[src/rtl/uart_tx_fifo.sv]
// uart_tx_fifo: FIFO-buffered UART transmitter with runtime frame format.
// Define UART_TX_BREAK_EN to add break generation driven by brk.
module uart_tx_fifo #(
    parameter int FIFO_DEPTH = 16,
    parameter int DIV_WIDTH  = 16
) (
    input  logic                          clk,
    input  logic                          rst,
    input  logic [DIV_WIDTH-1:0]          baud_div,
    input  logic [3:0]                    cfg_data_bits,
    input  logic                          cfg_parity_en,
    input  logic                          cfg_parity_odd,
    input  logic                          cfg_stop2,
    input  logic                          tx_en,
    input  logic                          wr_valid,
    input  logic [8:0]                    wr_data,
    output logic                          wr_ready,
    input  logic                          brk,
    output logic                          tx,
    output logic                          busy,
    output logic [$clog2(FIFO_DEPTH):0]   fifo_count
);
    localparam int AW = $clog2(FIFO_DEPTH);
    typedef enum logic [2:0] {S_IDLE, S_START, S_DATA, S_PAR, S_STOP
`ifdef UART_TX_BREAK_EN
        , S_BRK
`endif
    } state_t;
    logic [8:0]           r_mem [FIFO_DEPTH];
    logic [AW-1:0]        r_wp, r_rp;
    logic [AW:0]          r_count;
    state_t               r_state;
    logic                 r_tx, r_busy, r_pen, r_par, r_stop2;
    logic [DIV_WIDTH-1:0] r_cnt, r_div, w_div;
    logic [3:0]           r_d, r_idx, w_d;
    logic [8:0]           r_shift, w_head, w_mask;
    logic                 w_push, w_pop, w_tick, w_last, w_idle_go;
    assign wr_ready   = ~r_count[AW];
    assign fifo_count = r_count;
    assign tx         = r_tx;
    assign busy       = r_busy;
    assign w_push     = wr_valid && !r_count[AW];
    assign w_head     = r_mem[r_rp];
    assign w_div      = (baud_div < DIV_WIDTH'(2)) ? DIV_WIDTH'(1) : baud_div;
    assign w_d        = (cfg_data_bits < 4'd5) ? 4'd5 : (cfg_data_bits > 4'd9) ? 4'd9 : cfg_data_bits;
    assign w_mask     = 9'h1ff >> (4'd9 - w_d);
    assign w_tick     = r_cnt == r_div - DIV_WIDTH'(1);
    assign w_last     = r_state == S_STOP && w_tick && (!r_stop2 || r_idx[0]);
`ifdef UART_TX_BREAK_EN
    logic r_rel;
    assign w_idle_go = (r_state == S_IDLE && !brk) || (r_state == S_BRK && r_rel && w_tick);
`else
    logic w_unused;
    assign w_unused  = brk;
    assign w_idle_go = r_state == S_IDLE;
`endif
    assign w_pop = tx_en && r_count != '0 && (w_idle_go || w_last);
    always_ff @(posedge clk)
        if (w_push) r_mem[r_wp] <= wr_data;
    always_ff @(posedge clk or posedge rst)
        if (rst) begin
            r_wp    <= '0;
            r_rp    <= '0;
            r_count <= '0;
        end else begin
            if (w_push) r_wp <= r_wp + AW'(1);
            if (w_pop) r_rp <= r_rp + AW'(1);
            r_count <= r_count + (AW+1)'(w_push) - (AW+1)'(w_pop);
        end
    always_ff @(posedge clk or posedge rst)
        if (rst) begin
            r_state <= S_IDLE;
            r_tx    <= 1'b1;
            r_busy  <= 1'b0;
            r_cnt   <= '0;
            r_div   <= DIV_WIDTH'(1);
            r_idx   <= '0;
            r_d     <= 4'd8;
            r_shift <= '0;
            r_pen   <= 1'b0;
            r_par   <= 1'b0;
            r_stop2 <= 1'b0;
`ifdef UART_TX_BREAK_EN
            r_rel   <= 1'b0;
`endif
        end else if (w_pop) begin
            r_state <= S_START;
            r_tx    <= 1'b0;
            r_busy  <= 1'b1;
            r_cnt   <= '0;
            r_div   <= w_div;
            r_idx   <= '0;
            r_d     <= w_d;
            r_shift <= w_head;
            r_pen   <= cfg_parity_en;
            r_par   <= ^(w_head & w_mask) ^ cfg_parity_odd;
            r_stop2 <= cfg_stop2;
`ifdef UART_TX_BREAK_EN
            r_rel   <= 1'b0;
        end else if (r_state == S_IDLE && brk) begin
            r_state <= S_BRK;
            r_tx    <= 1'b0;
            r_busy  <= 1'b1;
            r_cnt   <= '0;
            r_div   <= w_div;
            r_rel   <= 1'b0;
        end else if (r_state == S_BRK) begin
            if (!r_rel) begin
                if (!brk) begin
                    r_rel <= 1'b1;
                    r_tx  <= 1'b1;
                    r_cnt <= '0;
                end
            end else if (w_tick) begin
                r_state <= S_IDLE;
                r_busy  <= 1'b0;
                r_rel   <= 1'b0;
            end else r_cnt <= r_cnt + DIV_WIDTH'(1);
`endif
        end else if (r_state != S_IDLE) begin
            r_cnt <= w_tick ? '0 : r_cnt + DIV_WIDTH'(1);
            if (w_tick)
                case (r_state)
                    S_START: begin
                        r_state <= S_DATA;
                        r_tx    <= r_shift[0];
                        r_shift <= r_shift >> 1;
                        r_idx   <= 4'd1;
                    end
                    S_DATA:
                        if (r_idx != r_d) begin
                            r_tx    <= r_shift[0];
                            r_shift <= r_shift >> 1;
                            r_idx   <= r_idx + 4'd1;
                        end else if (r_pen) begin
                            r_state <= S_PAR;
                            r_tx    <= r_par;
                        end else begin
                            r_state <= S_STOP;
                            r_tx    <= 1'b1;
                            r_idx   <= '0;
                        end
                    S_PAR: begin
                        r_state <= S_STOP;
                        r_tx    <= 1'b1;
                        r_idx   <= '0;
                    end
                    S_STOP:
                        if (w_last) begin
                            r_state <= S_IDLE;
                            r_busy  <= 1'b0;
                        end else r_idx <= 4'd1;
                    default: ;
                endcase
        end
endmodule

[config.mk]
export PLATFORM = sky130hd
export DESIGN_NAME = uart_tx_fifo
export DESIGN_NICKNAME = d
export VERILOG_FILES = /design/src/rtl/uart_tx_fifo.sv
export SDC_FILE = /design/constraint.sdc
export NUM_CORES = 1
export LEC_CHECK = 0
export CORE_MARGIN = 8
export CORE_UTILIZATION = 50
export CTS_BUF_LIST = sky130_fd_sc_hd__clkbuf_4 sky130_fd_sc_hd__clkbuf_8
export CTS_CLUSTER_DIAMETER = 60
export DETAILED_ROUTE_END_ITERATION = 10
export PLACE_DENSITY = 0.69
export SYNTH_ARGS = -nofsm -noshare
export SYNTH_HDL_FRONTEND = slang
export SYNTH_SLANG_ARGS = --single-unit
export TNS_END_PERCENT = 100
[constraint.sdc]
create_clock -name clk -period 5.2 [get_ports clk]
set_input_delay 1.04 -clock clk [delete_from_list [all_inputs] [get_ports clk]]
set_output_delay 1.04 -clock clk [all_outputs]
set_load 0.01 [all_outputs]
== After elaboration in Yosys (flattened, before gate mapping) ==
Memory sizes are Yosys's and may differ from the RTL's.
Cells that the tools add are included.
Cells by class
  reductions and logical operators: 25
  bitwise operators: 3
  add/subtract/negate cells: 8
  multiplexer cells: 38
  equality and inequality tests: 11
  div/mod/pow operators: 0
  $mul: 0
  magnitude comparators: 3
  shift-type cells: 1
Operator list (number)
  $mux W16: 4
  $mux W9: 4
  $mux W4: 8
  $mux W3: 6
  $pmux W9 S2: 1
  $add A16 B1 Y16 const B: 1
  $eq A16 B16 Y1: 1
  $lt A16 B2 Y1 const B: 1
  $pmux W4 S4: 1
  $sub A16 B1 Y16 const B: 1
  $add A4 B1 Y4 const B: 3
  $mux W1: 12
  $ne A3 B3 Y1 const B: 4
  $pmux W3 S4: 1
  $reduce_and A5 Y1: 2
  $reduce_bool A5 Y1: 2
  $and A9 B9 Y9: 1
  $reduce_xor A9 Y1: 1
  $shr A9 B4 Y9 const A: 1
  $reduce_and A4 Y1: 2
  $reduce_bool A2 Y1: 4
  $eq A3 B2 Y1 const B: 2
  $reduce_bool A3 Y1: 2
  $add A5 B1 Y5: 1
  17 further kinds: 23
Word-level totals
  RAM bits: 144
  bits in latches: 0
  logic and storage cells: 104
  memories: 1
  output and inout bits: 8
  register bits: 70
  bits in read-only memories: 0
Memories
  r_mem: words 16, bits a word 9, rd ports 1, clocked after Yosys merged registers in 0, wr ports 1, line 29  | logic [8:0] r_mem [FIFO_DEPTH];

== Depth between registers and ports, before layout ==
Gate-level depths: netlist of the first run.
  depth in word-level cells: 9
  depth in mapped cells: 22

== Least setup slack after synthesis of the first run ==
OpenSTA, ideal clock, no wires.
  path type: input to register
  start: input port cfg_data_bits[3]
  end: register r_par
  stages on the path: 11
  library setup time: 0.069 ns
  setup slack: 1.250 ns
  buffers on the path: 2
  data required time: 5.131 ns
  arrival time: 3.882 ns
  cells stage by stage: clkbuf_1 > or2_2 > clkbuf_1 > ha_1 > or2b_2 > o22ai_2 > xor2_2 > and3b_2 > or4_1 > or4_1 > nand3_1
On the way
  word-level cells in the longest chain between the ends: 8
RTL lines
  from (decl): line 10  | input logic [3:0] cfg_data_bits,
  $gt A4 B4 Y1: line 45  | assign w_d = (cfg_data_bits < 4'd5) ? 4'd5 : (cfg_data_bits > 4'd9) ? 4'd9 : cfg_data_bits;
  $mux W4: line 45
  $mux W4 (*): line 45
  $sub A4 B4 Y4 (*): line 46  | assign w_mask = 9'h1ff >> (4'd9 - w_d);
  $shr A9 B4 Y9 (*): line 46
  $and A9 B9 Y9 (*): line 96  | r_par <= ^(w_head & w_mask) ^ cfg_parity_odd;
  $reduce_xor A9 Y1 (*): line 96
  $xor A1 B1 Y1 (*): line 96
  to (signal assigned): line 96
  to (decl): line 33  | logic r_tx, r_busy, r_pen, r_par, r_stop2;
Mark *: on every way between the ends. The rest lies on a longest branch, timed or not.
A chain may end at the register's enable or synchronous reset.

== Worst setup path in the final report of the first run ==
  start: register r_div[1]
  end: register r_count[4], in the netlist fifo_count[4]
On the way
  word-level cells in the longest chain between the ends: 7
RTL lines
  from (decl): line 34  | logic [DIV_WIDTH-1:0] r_cnt, r_div, w_div;
  from (signal assigned): line 91  | r_div <= w_div;
  $sub A16 B1 Y16: line 47  | assign w_tick = r_cnt == r_div - DIV_WIDTH'(1);
  $eq A16 B16 Y1: line 47
  $logic_and A1 B1 Y1 (2 in series): line 48  | assign w_last = r_state == S_STOP && w_tick && (!r_stop2 || r_idx[0]);
  $logic_or A1 B1 Y1: line 57  | assign w_pop = tx_en && r_count != '0 && (w_idle_go || w_last);
  $logic_and A1 B1 Y1: line 57
  $sub A5 B1 Y5: line 68  | r_count <= r_count + (AW+1)'(w_push) - (AW+1)'(w_pop);
  to (signal assigned): line 68
  to (decl): line 31  | logic [AW:0] r_count;
No other way between the ends.

==> flow_metrics.env, run 1 <==
export IMPL_wl_per_cell_um=18.3
export IMPL_switching_share_pct=33.4
export IMPL_hold_buffers=0
export IMPL_syn_instance_count=771
export IMPL_power_leakage_uw=0.00443
export IMPL_min_path_type="flop to flop"
export IMPL_cts_resized=0
export IMPL_post_cts_buffers=0
export IMPL_port_buffers=43
export IMPL_cp_start_kind="flop"
export IMPL_drive_gt1_share_pct=16.5
export IMPL_route_detailed_drc=0
export IMPL_clkTransAtPathRegs_ps=50
export IMPL_tightestPinTransition_ps=1150
export IMPL_power_frac_clock_pct=26.8
export IMPL_nFillCells=1640
export IMPL_ioPinCount=45
export IMPL_slowest_stage="dfrtp_1"
export IMPL_ant_nets=0
export IMPL_grt_pass1_wl_mm=33.9
export IMPL_place_hpwl_mm=14.3
export IMPL_final_core_util_pct=57.5
export IMPL_crit_path_cell_trace="inv_1, ha_1, nor3b_2, nand3_1, or3_1, xnor2_1, o2111a_1, a41o_2, nand2_4, inv_4, ha_1, inv_1, ha_1, inv_1, fa_1, inv_1, a21oi_1, nor2_1, nor2_1, xnor2_1"
export IMPL_diodes=0
export IMPL_place_gp_congestion=0.872
export IMPL_synthesis_nets=826
export IMPL_fin_setup_tns_ps=0
export IMPL_internal_power_uw=3870
export IMPL_post_route_min_period_ps=4360
export IMPL_chipWidth_um=158
export IMPL_die_h_um=158
export IMPL_synth_top_flop_cell="edfxtp_1"
export IMPL_cts_buffers=38
export IMPL_pwr_density_cell_nw_per_um2=503
export IMPL_critPathArrivalTime_ps=4770
export IMPL_maxCapViolCount=0
export IMPL_peakVddDrop_mv=0.248
export IMPL_yosys_register_bits=214
export IMPL_first_pass_iters=7
export IMPL_clockBufferDepth=3
export IMPL_antenna_found_initial=0
export IMPL_rsz0062_at_grt="false"
export IMPL_register_area_um2=6080
export IMPL_setup_violations=0
export IMPL_fmax_mhz=229
export IMPL_num_rows=52
export IMPL_cts_tree="done"
export IMPL_synth_common_cells="edfxtp_1, nand2_1, dfrtp_1"
export IMPL_drt_iter0_markers=304
export IMPL_p_seq_share_pct=42.3
export IMPL_clock_skew_ps=34.7
export IMPL_hold_viol_final=0
export IMPL_async_flop_share_pct=32.7
export IMPL_first_global_vias=6636
export IMPL_synth_edf_count=144
export IMPL_clockRootBuffer="clkbuf_8"
export IMPL_fin_crit_sh_pct=83.9
export IMPL_clkLatencyLatePin_ps=540
export IMPL_overflow=0
export IMPL_yosysMostFrequentCell="edfxtp_1"
export IMPL_combPwrFrac_pct=30.9
export IMPL_cp_max_fo=37
export IMPL_synth_area_leaders="edfxtp_1, dfrtp_1, mux4_2"
export IMPL_area_growth_pct=14.3
export IMPL_synth_warnings=0
export IMPL_cp_required_ps=5600
export IMPL_vias=6336
export IMPL_slew_viol_final=0
export IMPL_synthesis_area_um2=10100
export IMPL_via_per_inst=5.61
export IMPL_status="completed"
export IMPL_initial_core_util_pct=50.3
export IMPL_synth_top_area_share_pct=42.9
export IMPL_synth_cell_type_count=74
export IMPL_ys_seq_area_share_pct=60.3
export IMPL_multi_input_area_um2=3710
export IMPL_grt_max_degree=47
export IMPL_cts_sink_count=214
export IMPL_crit_top_cell="inv_1"
export IMPL_coreArea_um2=20000
export IMPL_cp_slowest_stage_delay_ps=420
export IMPL_nNetsFinal=890
export IMPL_worstSetupPathType="flop to flop"
export IMPL_cp_end_kind="flop"
export IMPL_max_slew_margin_rel_pct=23.3
export IMPL_h_tree_depth=2
export IMPL_yosys_area_top_type="edfxtp_1"
export IMPL_die_area_um2=25000
export IMPL_p_sw_uw=1940
export IMPL_avgSynthCellArea_um2=13.1
export IMPL_wl_mm=20.7
export IMPL_track_usage_pct=17.2
## per-layer routing
metal,global-route usage [%],part of all wire (%),wire length [µm]
met5,0,0,0
met4,6.15,1.9,388
met3,3.63,5.6,1150
met2,30.1,51,10500
met1,20.6,42,8660
## layout make-up
class	instances	area share (%)
Sequential cell	214	52.8
Multi-Input combinational cell	498	32.2
Clock buffer	54	5.85
Timing Repair Buffer	56	4.58
Tap cell	270	2.93
Inverter	27	0.901
Clock inverter	11	0.836
## sequential cells by signal (all words and copies together) (netlist names)
| register | flops |
|---|---|
| fifo_count | 5 |
| r_shift | 9 |
| r_rp | 4 |
| busy | 1 |
| r_idx | 4 |
| r_stop2 | 1 |
| tx | 1 |
| r_mem | 144 |
| r_state | 3 |
| r_par | 1 |
| r_div | 16 |
| r_d | 4 |
| r_pen | 1 |
| r_cnt | 16 |
| r_wp | 4 |
## critical path: cells and delay by family (launching register included)
kind / cells / cell delay [ps]
flops: 1 / 420
compound gates: 3 / 570
fa+ha+maj: 4 / 1090
xor+xnor: 2 / 280
buf+inv: 5 / 660
simple gates: 6 / 1220
## power groups by stage
stage / registers, µW / clock network [µW] / logic [µW]
floorplan: 2340 / 0 / 1450
global placement: 2460 / 0 / 1720
detailed placement: 2480 / 0 / 1790
CTS: 2450 / 1600 / 1810
global route: 2500 / 1660 / 1980
finish: 2450 / 1550 / 1800
## placed cells by master, fill, tap and decap left out, types with 5 or more instances in the layout
master	Yosys	routed
inv_1	25	24
nand4_1	7	7
a221oi_1	15	15
xnor2_1	26	26
nor2_1	63	63
ha_1	17	17
nand2b_1	6	6
clkbuf_8	0	43
clkbuf_4	0	11
o21ai_0	23	23
buf_4	3	13
a22oi_1	7	7
xor2_1	25	25
nor4_1	5	5
mux2_4	6	6
nor3_1	21	21
dfrtp_1	67	66
nand3_1	12	12
mux2i_1	40	40
mux2_2	11	11
nand2_1	86	86
and2_1	5	5
edfxtp_1	144	144
a21oi_1	29	29
clkdlybuf4s50_1	0	43
mux4_2	18	18
## cell families (layout without fill, tap and decap cells)
kind of cell,after synthesis,after routing,synth area share [%]
compound gates,119,119,8.58
xor+xnor,52,52,4.59
fa+ha+maj,18,18,2.31
buf+inv,59,148,3.08
flops,214,214,60.3
mux,76,76,10.2
simple gates,233,233,10.9
## metrics by stage
stage          instance area, µm²  setup WS, ps  hold WS [ps]  std cells  power (µW)
6_report                    11500           837           475       1130        5800
5_1_grt                     11500           480           494       1130        6140
4_1_cts                     11500           811           477       1130        5860
3_5_place_dp                10800           725           469       1065        4280
3_3_place_gp                10800           812           458       1065        4180
2_1_floorplan               10100          1250           446        771        3780
## final timing paths
check / start / slack (ps) / to / depth (start not counted)
min reg2reg: r_d[3]$_DFFE_PP1N_ / 470 / r_d[3]$_DFFE_PP1N_ / 2
min: r_d[3]$_DFFE_PP1N_ / 470 / r_d[3]$_DFFE_PP1N_ / 2
min in group asynchronous: rst / 1060 / r_wp[0]$_DFFE_PP0P_ / 2
max reg2reg: r_div[1]$_DFFE_PP0N_ / 840 / fifo_count[4]$_DFF_PP0_ / 20
max: r_div[1]$_DFFE_PP0N_ / 840 / fifo_count[4]$_DFF_PP0_ / 20
max in group asynchronous: rst / 3160 / r_d[3]$_DFFE_PP1N_ / 3
(Power assumes the default switching activity.)
==> inputs of run 2 (changes only) <==
Clock period 5.2 ns to 4.39 ns, I/O delays scaled along.
==> run 2 against run 1 <==
  * Sequential power grew 18%
  * Non-clock buffer count increased by 11
  * Largest cell class unchanged
  * Sequential cell count is the same
  * Register-to-register slack got worse by 440 ps
  * Power up 21%
  * Wire length grew 2.0%
  * Clock-buffer cell count decreased by 4
  * Critical path type unchanged
==> flow_metrics.env, run 2 (synthesized netlist as in run 1, its figures left out) <==
export IMPL_status="completed"
export IMPL_largestRegisters="r_mem x144, r_cnt x16, r_div x16"
export IMPL_port_buffers=43
export IMPL_rsz0062_at_grt="false"
export IMPL_route_detailed_drc=0
export IMPL_hold_buffers=0
export IMPL_via_per_inst=5.61
export IMPL_place_hpwl_mm=14.3
export IMPL_ioPinCount=45
export IMPL_chipWidth_um=158
export IMPL_cp_start_kind="flop"
export IMPL_final_cell_mix="edfxtp_1, nand2_1, dfrtp_1"
export IMPL_grt_max_degree=47
export IMPL_cp_end_kind="flop"
export IMPL_ant_nets=0
export IMPL_post_route_min_period_ps=3990
export IMPL_vias=6424
export IMPL_peakVddDrop_mv=0.295
export IMPL_first_pass_iters=5
export IMPL_drt_iter0_markers=396
export IMPL_cts_buffers=38
export IMPL_largest_register_ffs=144
export IMPL_nFillCells=1610
export IMPL_maxCapViolCount=0
export IMPL_setup_violations=0
export IMPL_die_area_um2=25000
export IMPL_clockRootBuffer="clkbuf_8"
export IMPL_initial_core_util_pct=50.3
export IMPL_drive_gt1_share_pct=17.5
export IMPL_max_slew_margin_rel_pct=26.9
export IMPL_coreArea_um2=20000
export IMPL_clockBufferDepth=3
export IMPL_tightestPinTransition_ps=1090
export IMPL_min_from="r_d[3]$_DFFE_PP1N_"
export IMPL_hold_viol_final=0
export IMPL_nNetsFinal=901
export IMPL_die_h_um=158
export IMPL_largest_register="r_mem"
export IMPL_grt_pass1_wl_mm=34.7
export IMPL_clkTransAtPathRegs_ps=60
export IMPL_cp_required_ps=4800
export IMPL_cts_tree="done"
export IMPL_final_common_cell="edfxtp_1"
export IMPL_place_gp_congestion=0.887
export IMPL_num_rows=52
export IMPL_track_usage_pct=17.7
export IMPL_overflow=0
export IMPL_fin_crit_sh_pct=91.0
export IMPL_cp_max_fo=6
export IMPL_clock_skew_ps=21.0
export IMPL_slew_viol_final=0
export IMPL_area_growth_pct=15.6
export IMPL_power_leakage_uw=0.00451
export IMPL_fin_setup_tns_ps=0
export IMPL_worstSetupPathType="flop to flop"
export IMPL_critPathArrivalTime_ps=4400
export IMPL_clkLatencyLatePin_ps=530
export IMPL_r2r_start="r_div[1]$_DFFE_PP0N_"
export IMPL_critPathLaunch="r_div[1]$_DFFE_PP0N_"
export IMPL_post_cts_buffers=0
export IMPL_cts_sink_count=214
export IMPL_fmax_mhz=250
export IMPL_wl_mm=21.1
export IMPL_min_path_type="flop to flop"
export IMPL_antenna_found_initial=0
export IMPL_final_core_util_pct=58.2
export IMPL_cts_resized=0
export IMPL_diodes=0
export IMPL_pwr_density_cell_nw_per_um2=601
export IMPL_h_tree_depth=2
export IMPL_first_global_vias=6767
export IMPL_wl_per_cell_um=18.4
==> run 2: cell types whose count changed in the layout (fill, tap and decap cells not counted), sizes merged <==
cell and change:
clkinv +6, clkbuf -4, bufinv +2, buf +11
==> run 2: per-stage QoR <==
| step | worst slack (ps) | instances | hold WS, ps | total power [µW] | area [µm²] |
|---|---|---|---|---|---|
| floorplan | 466 | 771 | 446 | 4480 | 10100 |
| global placement | 302 | 1076 | 457 | 4980 | 10900 |
| detailed placement | 221 | 1076 | 470 | 5090 | 10900 |
| CTS | 410 | 1145 | 482 | 7060 | 11700 |
| global route | 128 | 1145 | 499 | 7440 | 11700 |
| finish | 395 | 1145 | 478 | 7010 | 11700 |
==> run 2: layout make-up <==
class / count / area [µm²] / area share, %
clock buffers: 50 / 626 / 5.36
clock inverters: 19 / 185 / 1.59
inverters: 27 / 104 / 0.890
multi-input cells: 498 / 3710 / 31.8
flip-flops and latches: 214 / 6080 / 52.1
well taps: 270 / 338 / 2.90
repair buffers: 67 / 623 / 5.34
==> run 2: report_power, final <==
| group | switching (µW) | leakage (µW) | internal (µW) |
|---|---|---|---|
| clock | 825 | 0.000424 | 1120 |
| combinational | 1130 | 0.00191 | 1050 |
| sequential | 382 | 0.00217 | 2510 |
| total | 2340 | 0.00451 | 4670 |
==> run 2: worst paths after layout <==
| check | end | slack [ps] | cells after the start |
|---|---|---|---|
| worst min register to register | r_d[3]$_DFFE_PP1N_ | 480 | 2 |
| worst max-delay path | fifo_count[4]$_DFF_PP0_ | 400 | 20 |
| worst max register to register | fifo_count[4]$_DFF_PP0_ | 400 | 20 |
| max in group asynchronous | r_rp[0]$_DFFE_PP0N_ | 2630 | 3 |
| worst min-delay path | r_d[3]$_DFFE_PP1N_ | 480 | 2 |
| min in group asynchronous | r_div[5]$_DFFE_PP0N_ | 720 | 2 |
==> run 2: layer usage <==
metal	track usage [%]	vias up	routed length, µm
li1	-	3013	-
met1	22.0	3214	9000
met2	30.3	153	10600
met3	3.22	44	1010
met4	6.74	0	522
met5	0	-	0
==> run 2: critical path: stages, from the launching register on <==
cell      delay [ps]
dfrtp_1          430
inv_1            100
ha_1             200
nor3b_2          410
nand3_1          220
or3_1            370
xnor2_1          200
o2111a_1         250
a41o_2           270
nand2_4           80
inv_4             50
ha_1             210
inv_1             60
ha_1             160
inv_1             60
fa_1             400
inv_1             70
a21oi_1           60
nor2_1           100
nor2_1            60
xnor2_1          120
